==> src/rtl/rx_slot_sched_pkg.sv <==
// Shared ethpipe RX definitions: slot metadata record, ring size defaults,
// counter widths.
package rx_slot_sched_pkg;

   localparam int SLOTS_DEF   = 4;
   localparam int SLOT_AW_DEF = 2;
   localparam int TS_W        = 64;
   localparam int LEN_W       = 12;
   localparam int DROP_W      = 16;
   localparam int TIMER_W     = 16;

   typedef struct packed {
      logic [TS_W-1:0]  ts;
      logic [LEN_W-1:0] len;
   } slot_meta_t;

endpackage

==> src/rtl/rx_slot_irq_timer.sv <==
// Coalescing interrupt: saturating pending-frame timer and registered irq_req
// decision from the next full-slot count.
module rx_slot_irq_timer
   import rx_slot_sched_pkg::*;
#(
   parameter int CNT_W = 3
) (
   input  logic               clk,
   input  logic               rst,
   input  logic [CNT_W-1:0]   full_cnt,
   input  logic [CNT_W-1:0]   full_next,
   input  logic               release_ok,
   input  logic [CNT_W-1:0]   thresh,
   input  logic [TIMER_W-1:0] timeout,
   output logic               irq_req
);

   logic [TIMER_W-1:0] timer;
   logic [TIMER_W-1:0] timer_next;
   logic [CNT_W-1:0]   eff_thresh;
   logic               irq_next;

   always_comb begin
      eff_thresh = (thresh == '0) ? CNT_W'(1) : thresh;

      // Clamp rather than hold so a lowered timeout still reaches equality.
      timer_next = timer;
      if (full_cnt == '0 || release_ok) begin
         timer_next = '0;
      end else if (timer < timeout) begin
         timer_next = timer + 1'b1;
      end else begin
         timer_next = timeout;
      end

      irq_next = (full_next >= eff_thresh) ||
                 ((full_next != '0) && (timeout != '0) && (timer == timeout));
   end

   always_ff @(posedge clk) begin
      if (rst) begin
         timer   <= '0;
         irq_req <= 1'b0;
      end else begin
         timer   <= timer_next;
         irq_req <= irq_next;
      end
   end

endmodule

==> src/rtl/rx_slot_sched.sv <==
// RX frame slot ring: hands free slots to the Ethernet writer, queues full
// slots with metadata for the host in arrival order, counts drops.
module rx_slot_sched
   import rx_slot_sched_pkg::*;
#(
   parameter int SLOTS   = SLOTS_DEF,
   parameter int SLOT_AW = SLOT_AW_DEF
) (
   input  logic               pci_clk,
   input  logic               sys_rst,
   input  logic               eth_done,
   input  logic [TS_W-1:0]    eth_timestamp,
   input  logic [LEN_W-1:0]   eth_frame_len,
   output logic [SLOT_AW-1:0] eth_wr_slot,
   output logic               eth_slot_avail,
   output logic [SLOT_AW-1:0] host_rd_slot,
   output logic               host_slot_valid,
   output logic [TS_W-1:0]    host_timestamp,
   output logic [LEN_W-1:0]   host_frame_len,
   input  logic               host_release,
   input  logic [SLOT_AW:0]   irq_thresh,
   input  logic [TIMER_W-1:0] irq_timeout,
   output logic               irq_req,
   output logic [SLOT_AW:0]   full_cnt,
   output logic [DROP_W-1:0]  drop_cnt
);

   localparam logic [SLOT_AW:0] FULL_LVL = (SLOT_AW + 1)'(SLOTS);

   logic [SLOT_AW-1:0] wp;
   logic [SLOT_AW-1:0] rp;
   logic [SLOT_AW:0]   full_next;
   logic               accept;
   logic               release_ok;
   slot_meta_t         meta [SLOTS];

   assign eth_wr_slot     = wp;
   assign host_rd_slot    = rp;
   assign eth_slot_avail  = (full_cnt != FULL_LVL);
   assign host_slot_valid = (full_cnt != '0);
   assign host_timestamp  = meta[rp].ts;
   assign host_frame_len  = meta[rp].len;

   // Availability is judged on the pre-cycle count, so a full ring drops even
   // when a release lands in the same cycle.
   assign accept     = eth_done & eth_slot_avail;
   assign release_ok = host_release & host_slot_valid;

   always_comb begin
      full_next = full_cnt;
      if (accept && !release_ok) begin
         full_next = full_cnt + 1'b1;
      end else if (!accept && release_ok) begin
         full_next = full_cnt - 1'b1;
      end
   end

   always_ff @(posedge pci_clk) begin
      if (sys_rst) begin
         wp       <= '0;
         rp       <= '0;
         full_cnt <= '0;
         drop_cnt <= '0;
         for (int unsigned i = 0; i < SLOTS; i++) begin
            meta[i] <= '0;
         end
      end else begin
         full_cnt <= full_next;
         if (accept) begin
            meta[wp] <= '{ts: eth_timestamp, len: eth_frame_len};
            wp       <= wp + 1'b1;
         end
         if (release_ok) begin
            rp <= rp + 1'b1;
         end
         if (eth_done && !eth_slot_avail && drop_cnt != '1) begin
            drop_cnt <= drop_cnt + 1'b1;
         end
      end
   end

   rx_slot_irq_timer #(
      .CNT_W (SLOT_AW + 1)
   ) u_irq (
      .clk        (pci_clk),
      .rst        (sys_rst),
      .full_cnt   (full_cnt),
      .full_next  (full_next),
      .release_ok (release_ok),
      .thresh     (irq_thresh),
      .timeout    (irq_timeout),
      .irq_req    (irq_req)
   );

endmodule

==> config.mk <==
export PLATFORM = sky130hd
export DESIGN_NAME = rx_slot_sched
export DESIGN_NICKNAME = d
export VERILOG_FILES = /design/src/rtl/rx_slot_sched_pkg.sv /design/src/rtl/rx_slot_irq_timer.sv /design/src/rtl/rx_slot_sched.sv
export SDC_FILE = /design/constraint.sdc
export NUM_CORES = 1
export LEC_CHECK = 0
export BUFFER_PORTS_ARGS = -buffer_cell sky130_fd_sc_hd__buf_2
export CAP_MARGIN = 15
export CORE_MARGIN = 8
export CORE_UTILIZATION = 54
export CTS_BUF_LIST = sky130_fd_sc_hd__clkbuf_4 sky130_fd_sc_hd__clkbuf_8
export DETAILED_ROUTE_END_ITERATION = 8
export GPL_TIMING_DRIVEN = 1
export MAX_ROUTING_LAYER = met4
export PLACE_DENSITY = 0.78
export SYNTH_ARGS = -nofsm -noshare
export SYNTH_HDL_FRONTEND = slang
export SYNTH_HIERARCHICAL = 1
export SYNTH_SLANG_ARGS = --single-unit
==> constraint.sdc <==
create_clock -name pci_clk -period 3.81 [get_ports pci_clk]
set_input_delay 0.762 -clock pci_clk [delete_from_list [all_inputs] [get_ports pci_clk]]
set_output_delay 0.762 -clock pci_clk [all_outputs]
set_load 0.005 [all_outputs]
==> impl_results.md, run 1 <==
- Result of the run: complete, no violations
- Largest fanout of any net on the critical path: 22
- Number of endpoints with negative hold slack in the final report: 0
- Overall routed net length: 35700 um
- Total of max-cap violations: 0
- Effective utilization at floorplan: 54.3%
- Antenna violations before repair: 7
- Die Wd: 188 um
- Mean area per synthesized cell: 14.5 um^2
- Register bit total from synthesis: 346
- Leftover overflow at the end of global routing: 0
- Synth unique cells: 61
- Count of H-tree levels built during CTS: 2
- Routed vias/inst: 5.65
- Post-CTS setup buffer count: 0
- Wire length of the first global-routing pass: 56600 um
- CP startpoint kind: flop
- Hold WC Path Type: in2reg
- Pin count of the biggest net entering global routing: 77
- Total number of vias: 9802
- Yosys warnings: 6
- Clock-pin slew reported for the worst setup and hold paths after clock tree synthesis: 60 ps
- Achievable Freq: 0.317 GHz
- Number of filler cells placed in the layout: 2194
- Netlist Area Pre-Place: 15900 um^2
- Critical path's top delay family: flip-flops
- Core region area: 29300 um^2
- Highest cell delay on the worst timing path: 650 ps
- Summed negative setup slack over all endpoints: 0 ps
- LEAKAGE: 0.00735 uW
- Clock net sink count: 346
- Post-Synthesis Net Count: 1219
- Number of nets in the layout: 1422
- HPWL after detailed placement: 21200 um
- Cell area after placement: 17400 um^2
- Fraction of post-synthesis cell area in the top cell type by area: 57.3%
- Hold_ws: 460 ps
- Starting DRC count in detailed routing: 584
- Total of cells resized after clock tree synthesis: 0
- Most frequently used cell type in the post-synthesis netlist: sky130_fd_sc_hd__edfxtp_1
- DRC Markers: 0
- Sequential cell area in the final layout: 9980 um^2
- Count of hold-fix buffers inserted at cts: 0
- Areal power density over the cells: 520 nW/um^2
- Number of buffers inserted by port buffering: 200
- Slew margin rel.: 28.6%
- WL/cell: 20.6 um
- Type of the setup path with the least slack: reg2out
- Post-layout utilization of the core: 62.7%
- Number of buffers created by CTS: 54
- Leading area contributor after synthesis: sky130_fd_sc_hd__edfxtp_1
- Number of global-route vias before repair: 10500
- Area growth, synth to finish: 15.4%
- Fraction of layout instances using a drive strength above 1: 30.3%
- Portion of the clock cycle consumed by the worst path in the final layout: 82.9%
- Crit path cell chain: buf_4 > mux4_2 > buf_2
- Clock Path Buffers: 3
- Total power after layout: 9560 uW
- Routability congestion estimate from global placement: 0.843
- TritonCTS clock tree: yes
- Peak supply drop: 303 uV
- Final instance area: 18400 um^2
- Slowest cell on the critical path: sky130_fd_sc_hd__dfxtp_4
- Clock root buffer: sky130_fd_sc_hd__clkbuf_8
- Die Footprint: 35300 um^2
- Minimum period implied by the final worst setup slack: 3160 ps
- Worst endpoint required time: 3050 ps
- Antenna Nets Post-Route: 0
- Vert. Die Dim: 188 um
- Largest cells by area after synthesis: sky130_fd_sc_hd__edfxtp_1 (57%), sky130_fd_sc_hd__mux4_2 (11%), sky130_fd_sc_hd__and2_1 (9.0%)
- Number of setup violations in the final report: 0
- Multi-input combinational cell area: 5580 um^2
- Unrepaired setup endpoints after global routing: no
- Worst Skew: 12.9 ps
- Final Max Tran Viols: 0
- Instance count of the mapped netlist: 1096
- Number of core rows: 63
- Commonest register cell after synthesis: sky130_fd_sc_hd__edfxtp_1
- Number of enable-type register cells in the synthesized netlist: 304
- Total track usage: 20.7%
- Initial DRT Pass Iterations: 5
- Worst-Margin Slew: 1070 ps
- Sequential share of the synthesized area: 62.6%
- Most instantiated cells after synthesis: sky130_fd_sc_hd__edfxtp_1 (304), sky130_fd_sc_hd__and2_1 (228), sky130_fd_sc_hd__and3_1 (78)
- CP bufs+invs: 2
- Clock latency on the worst-skew pair: 590 ps
- Data arrival time of the worst path: 2400 ps
- Post-synthesis async set-or-reset flop share: 0%
- Total I/O pin count: 201
- Crit end category: output pin
final cells by class:
| type | count | share of cell area [%] |
|---|---|---|
| flip-flops and latches | 346 | 54.3 |
| clock buffers | 73 | 4.85 |
| inverters | 31 | 0.633 |
| diodes | 7 | 0.0953 |
| well taps | 390 | 2.65 |
| repair buffers | 219 | 6.63 |
| clock inverters | 22 | 0.531 |
| multi-input cells | 647 | 30.4 |
cell usage in the layout (no fill, tap or decap), drive strengths merged, types with 2 or more instances in the layout:
cell type	instances
or3	2
o31ai	6
diode	7
or4	4
nand2b	6
edfxtp	304
nand4	13
nor4	22
buf	219
and4	3
inv	33
nor3	15
a211oi	13
xor2	8
nor2b	7
mux2	4
nand3	15
a21o	4
o21a	4
a21oi	26
nand2	32
a21boi	2
or2	5
clkinv	20
xnor2	7
mux4	76
mux2i	6
and2	228
ha	24
nor2	13
dfxtp	42
clkbuf	73
o21ai	12
and3	78
final timing paths:
check	from	endpoint	slack, ps	depth (start not counted)
worst min-delay path	eth_timestamp[8]	meta[0][20]	460	2
worst min register to register	drop_cnt[6]	drop_cnt[6]	530	2
worst max register to register	full_cnt[0]	u_irq/irq_req	1160	12
worst max-delay path	flop	host_timestamp[25]	650	3
cells by family (layout without fill, tap and decap cells):
family	count (synthesis)	after routing	synth area share, %
compound gates	75	75	3.36
xor+xnor	15	15	0.824
fa+ha+maj	24	24	1.88
buf+inv	103	345	2.77
flops	346	346	62.6
mux	86	86	11.4
other cells	0	7	0
simple gates	447	447	17.2
through the flow:
stage	setup WS, ps	instances
after floorplan	90.9	1096
after global placement	1100	1633
after detailed placement	1070	1633
after CTS	581	1728
after global routing	497	1735
final	650	1735
routing by layer:
layer	GRT usage (%)	vias to the layer above	part of all wire, %
met4	6.67	0	2.7
met1	25.1	4839	41
met2	33.8	349	49
met3	5.11	65	7.2
li1	-	4549	-
met5	-	-	0
registers in the layout, summed over array words and instances, names as in the netlist, named ones only:
signal         cells
u_irq/timer       16
u_irq/irq_req      1
full_cnt           3
drop_cnt          16
meta             304
host_rd_slot       2
eth_wr_slot        2
power breakdown:
part           switching, uW  internal, uW
combinational           1010           953
sequential               198          4500
clock                   1400          1510
(Power assumes the default switching activity.)
==> run 2: changes to the inputs <==
--- a/config.mk
+++ b/config.mk
@@ -8,12 +8,12 @@
 export BUFFER_PORTS_ARGS = -buffer_cell sky130_fd_sc_hd__buf_2
 export CAP_MARGIN = 15
 export CORE_MARGIN = 8
-export CORE_UTILIZATION = 54
+export CORE_UTILIZATION = 55
 export CTS_BUF_LIST = sky130_fd_sc_hd__clkbuf_4 sky130_fd_sc_hd__clkbuf_8
 export DETAILED_ROUTE_END_ITERATION = 8
 export GPL_TIMING_DRIVEN = 1
 export MAX_ROUTING_LAYER = met4
-export PLACE_DENSITY = 0.78
+export PLACE_DENSITY = 0.76
 export SYNTH_ARGS = -nofsm -noshare
 export SYNTH_HDL_FRONTEND = slang
 export SYNTH_HIERARCHICAL = 1
==> constraint.sdc (replaced) <==
create_clock -name pci_clk -period 3.2 [get_ports pci_clk]
set_input_delay 0.64 -clock pci_clk [delete_from_list [all_inputs] [get_ports pci_clk]]
set_output_delay 0.64 -clock pci_clk [all_outputs]
set_load 0.005 [all_outputs]
==> run 2 against run 1 <==
Against the previous run: cell area rose by 1.3%; total power grew 24%; clock skew rose by 5.0 ps; sequential cell count unchanged; combinational power increased by 23%; largest power group unchanged; register-to-register slack got worse by 590 ps; sequential power rose by 17%.
==> impl_results.md, run 2 (same netlist as run 1, synthesis figures left out) <==
- Antenna violations before repair: 4 (was 7)
- Final Max Tran Viols: 0 (unchanged)
- Overall routed net length: 35900 um (was 35700 um)
- Number of global-route vias before repair: 10300 (was 10500)
- Non-filler instance count after layout: 1737 (was 1735)
- Peak supply drop: 425 uV (was 303 uV)
- Clock-pin slew reported for the worst setup and hold paths after clock tree synthesis: 60 ps (about the same)
- Total of cells resized after clock tree synthesis: 0 (unchanged)
- Fraction of layout instances using a drive strength above 1: 31.4% (was 30.3%)
- Clock root buffer: sky130_fd_sc_hd__clkbuf_8 (unchanged)
- LEAKAGE: 0.00748 uW (was 0.00735 uW)
- Total number of vias: 9835 (was 9802)
- Total I/O pin count: 201 (unchanged)
- Areal power density over the cells: 639 nW/um^2 (was 520 nW/um^2)
- Hold WC Path Type: in2reg (unchanged)
- Data arrival time of the worst path: 2240 ps (was 2400 ps)
- Register-to-register setup slack: 570 ps (was 1160 ps)
- Number of core rows: 62 (was 63)
- Starting DRC count in detailed routing: 662 (was 584)
- Number of buffers inserted by port buffering: 200 (unchanged)
- Placed Instances: 1631 (was 1633)
- Worst Hold Path Cells: 3 (was 2)
- Wire length of the first global-routing pass: 56100 um (was 56600 um)
- Met3 track utilization from global routing: 4.45% (was 5.11%)
- Number of nets in the layout: 1427 (was 1422)
- Portion of the clock cycle consumed by the worst path in the final layout: 90.1%
- Result of the run: complete, no violations (unchanged)
- Slew margin rel.: 44.4% (was 28.6%)
- Antenna Nets Post-Route: 0 (unchanged)
- Routed vias/inst: 5.66 (was 5.65)
- Number of setup violations in the final report: 0 (unchanged)
- Type of the setup path with the least slack: reg2out (unchanged)
- Number of buffers created by CTS: 55 (was 54)
- Largest fanout of any net on the critical path: 30 (was 22)
- Count of H-tree levels built during CTS: 2 (unchanged)
- Die Wd: 186 um (was 188 um)
- Cell area after placement: 17400 um^2 (about the same)
- Worst slack, placed: 562 ps (was 1070 ps)
- Vert. Die Dim: 186 um (was 188 um)
- Global routing's busiest layer: met2 (unchanged)
- Effective utilization at floorplan: 55.7% (was 54.3%)
- Clock Path Buffers: 3 (unchanged)
- Total track usage: 21.5% (was 20.7%)
- Top flop regs: meta (304), drop_cnt (16), u_irq/timer (16) (unchanged)
- Core region area: 28600 um^2 (was 29300 um^2)
- Least setup slack across all paths after layout: 317 ps (was 650 ps)
- End of the worst register-to-register path: u_irq/irq_req (unchanged)
- Pin count of the biggest net entering global routing: 77 (unchanged)
- TritonCTS clock tree: yes (unchanged)
- Final instance area: 18600 um^2 (was 18400 um^2)
- Crit end category: output pin (unchanged)
- Met2 track demand over resource in global routing: 35.4% (was 33.8%)
- Worst Skew: 17.9 ps (was 12.9 ps)
- Post-CTS setup buffer count: 0 (unchanged)
- Count of hold-fix buffers inserted at cts: 0 (unchanged)
- Number of endpoints with negative hold slack in the final report: 0 (unchanged)
- Worst endpoint required time: 2560 ps (was 3050 ps)
- Minimum period implied by the final worst setup slack: 2880 ps
- DRC Markers: 0 (unchanged)
- Summed negative setup slack over all endpoints: 0 ps (unchanged)
- Worst-Margin Slew: 835 ps (was 1070 ps)
- Number of flip-flops in the largest register: 304 (unchanged)
- Routability congestion estimate from global placement: 0.866 (was 0.843)
- Post-layout utilization of the core: 65.1% (was 62.7%)
- Most frequent cells in the layout: sky130_fd_sc_hd__edfxtp_1 (304), sky130_fd_sc_hd__and2_1 (228), sky130_fd_sc_hd__buf_2 (200) (unchanged)
- Initial DRT Pass Iterations: 4 (was 5)
- Cell count of the worst reg-to-reg path: 12 (unchanged)
- Worst Hold Launch: irq_timeout[11] (was eth_timestamp[8])
- Clock latency on the worst-skew pair: 590 ps (about the same)
- Reg2reg start: full_cnt[0] (unchanged)
- Commonest non-fill, non-tap cell in the layout: sky130_fd_sc_hd__edfxtp_1 (unchanged)
- Area growth, synth to finish: 16.9% (was 15.4%)
- Die Footprint: 34700 um^2 (was 35300 um^2)
- Total of max-cap violations: 0 (unchanged)
- Unrepaired setup endpoints after global routing: no (unchanged)
- Register ranked first by flip-flop count: meta (unchanged)
- Leftover overflow at the end of global routing: 0 (unchanged)
- HPWL after detailed placement: 21700 um (was 21200 um)
- WL/cell: 20.7 um (was 20.6 um)
- Achievable Freq: 0.347 GHz
- Endpoint of the worst hold-timing path: u_irq/timer[11] (was meta[0][20])
- CP startpoint kind: flop (unchanged)
- Clock net sink count: 346 (unchanged)
- GRT met1 Usage: 27.1% (was 25.1%)
==> run 2: through the flow <==
step | power [uW] | hold WS (ps)
final | 11900 | 335
after global routing | 12400 | 307
after CTS | 12000 | 305
after detailed placement | 8080 | 505
after global placement | 8040 | 501
after floorplan | 7080 | 488
==> run 2: worst max-delay path, stage by stage, from the launching register on <==
cell and delay [ps]:
sky130_fd_sc_hd__dfxtp_4 360, sky130_fd_sc_hd__buf_4 520, sky130_fd_sc_hd__mux4_2 620, sky130_fd_sc_hd__buf_2 150
==> run 2: area by class of cell <==
type,instances,area [um^2]
antenna,4,10.0
clock buffer,85,1020
clock inverter,17,166
fill,2081,10000
inverter,31,116
multi-input combinational,647,5580
sequential,346,9980
tap,384,480
timing repair buffer,223,1270
==> run 2: metal layers <==
metal	wire (um)	share of wire, %
met5	0	0
met4	543	1.5
met3	2560	7.1
met2	18000	50
met1	14800	41
==> run 2: how the worst max path moves through the flow <==
stage | start | endpoint | slack, ps | cells past startpoint
finish | flop | host_frame_len[1] | 320 | 3
global route | flop | host_frame_len[2] | 190 | 3
CTS | flop | host_timestamp[4] | 240 | 3
detailed placement | full_cnt[0] | u_irq/irq_req | 560 | 12
global placement | eth_done | u_irq/irq_req | 620 | 11
floorplan | full_cnt[0] | meta[0][0] | 110 | 7
==> run 2: report_power, final <==
part / internal (uW) / switching, uW
combinational: 1140 / 1270
sequential: 5350 / 161
clock: 2280 / 1700
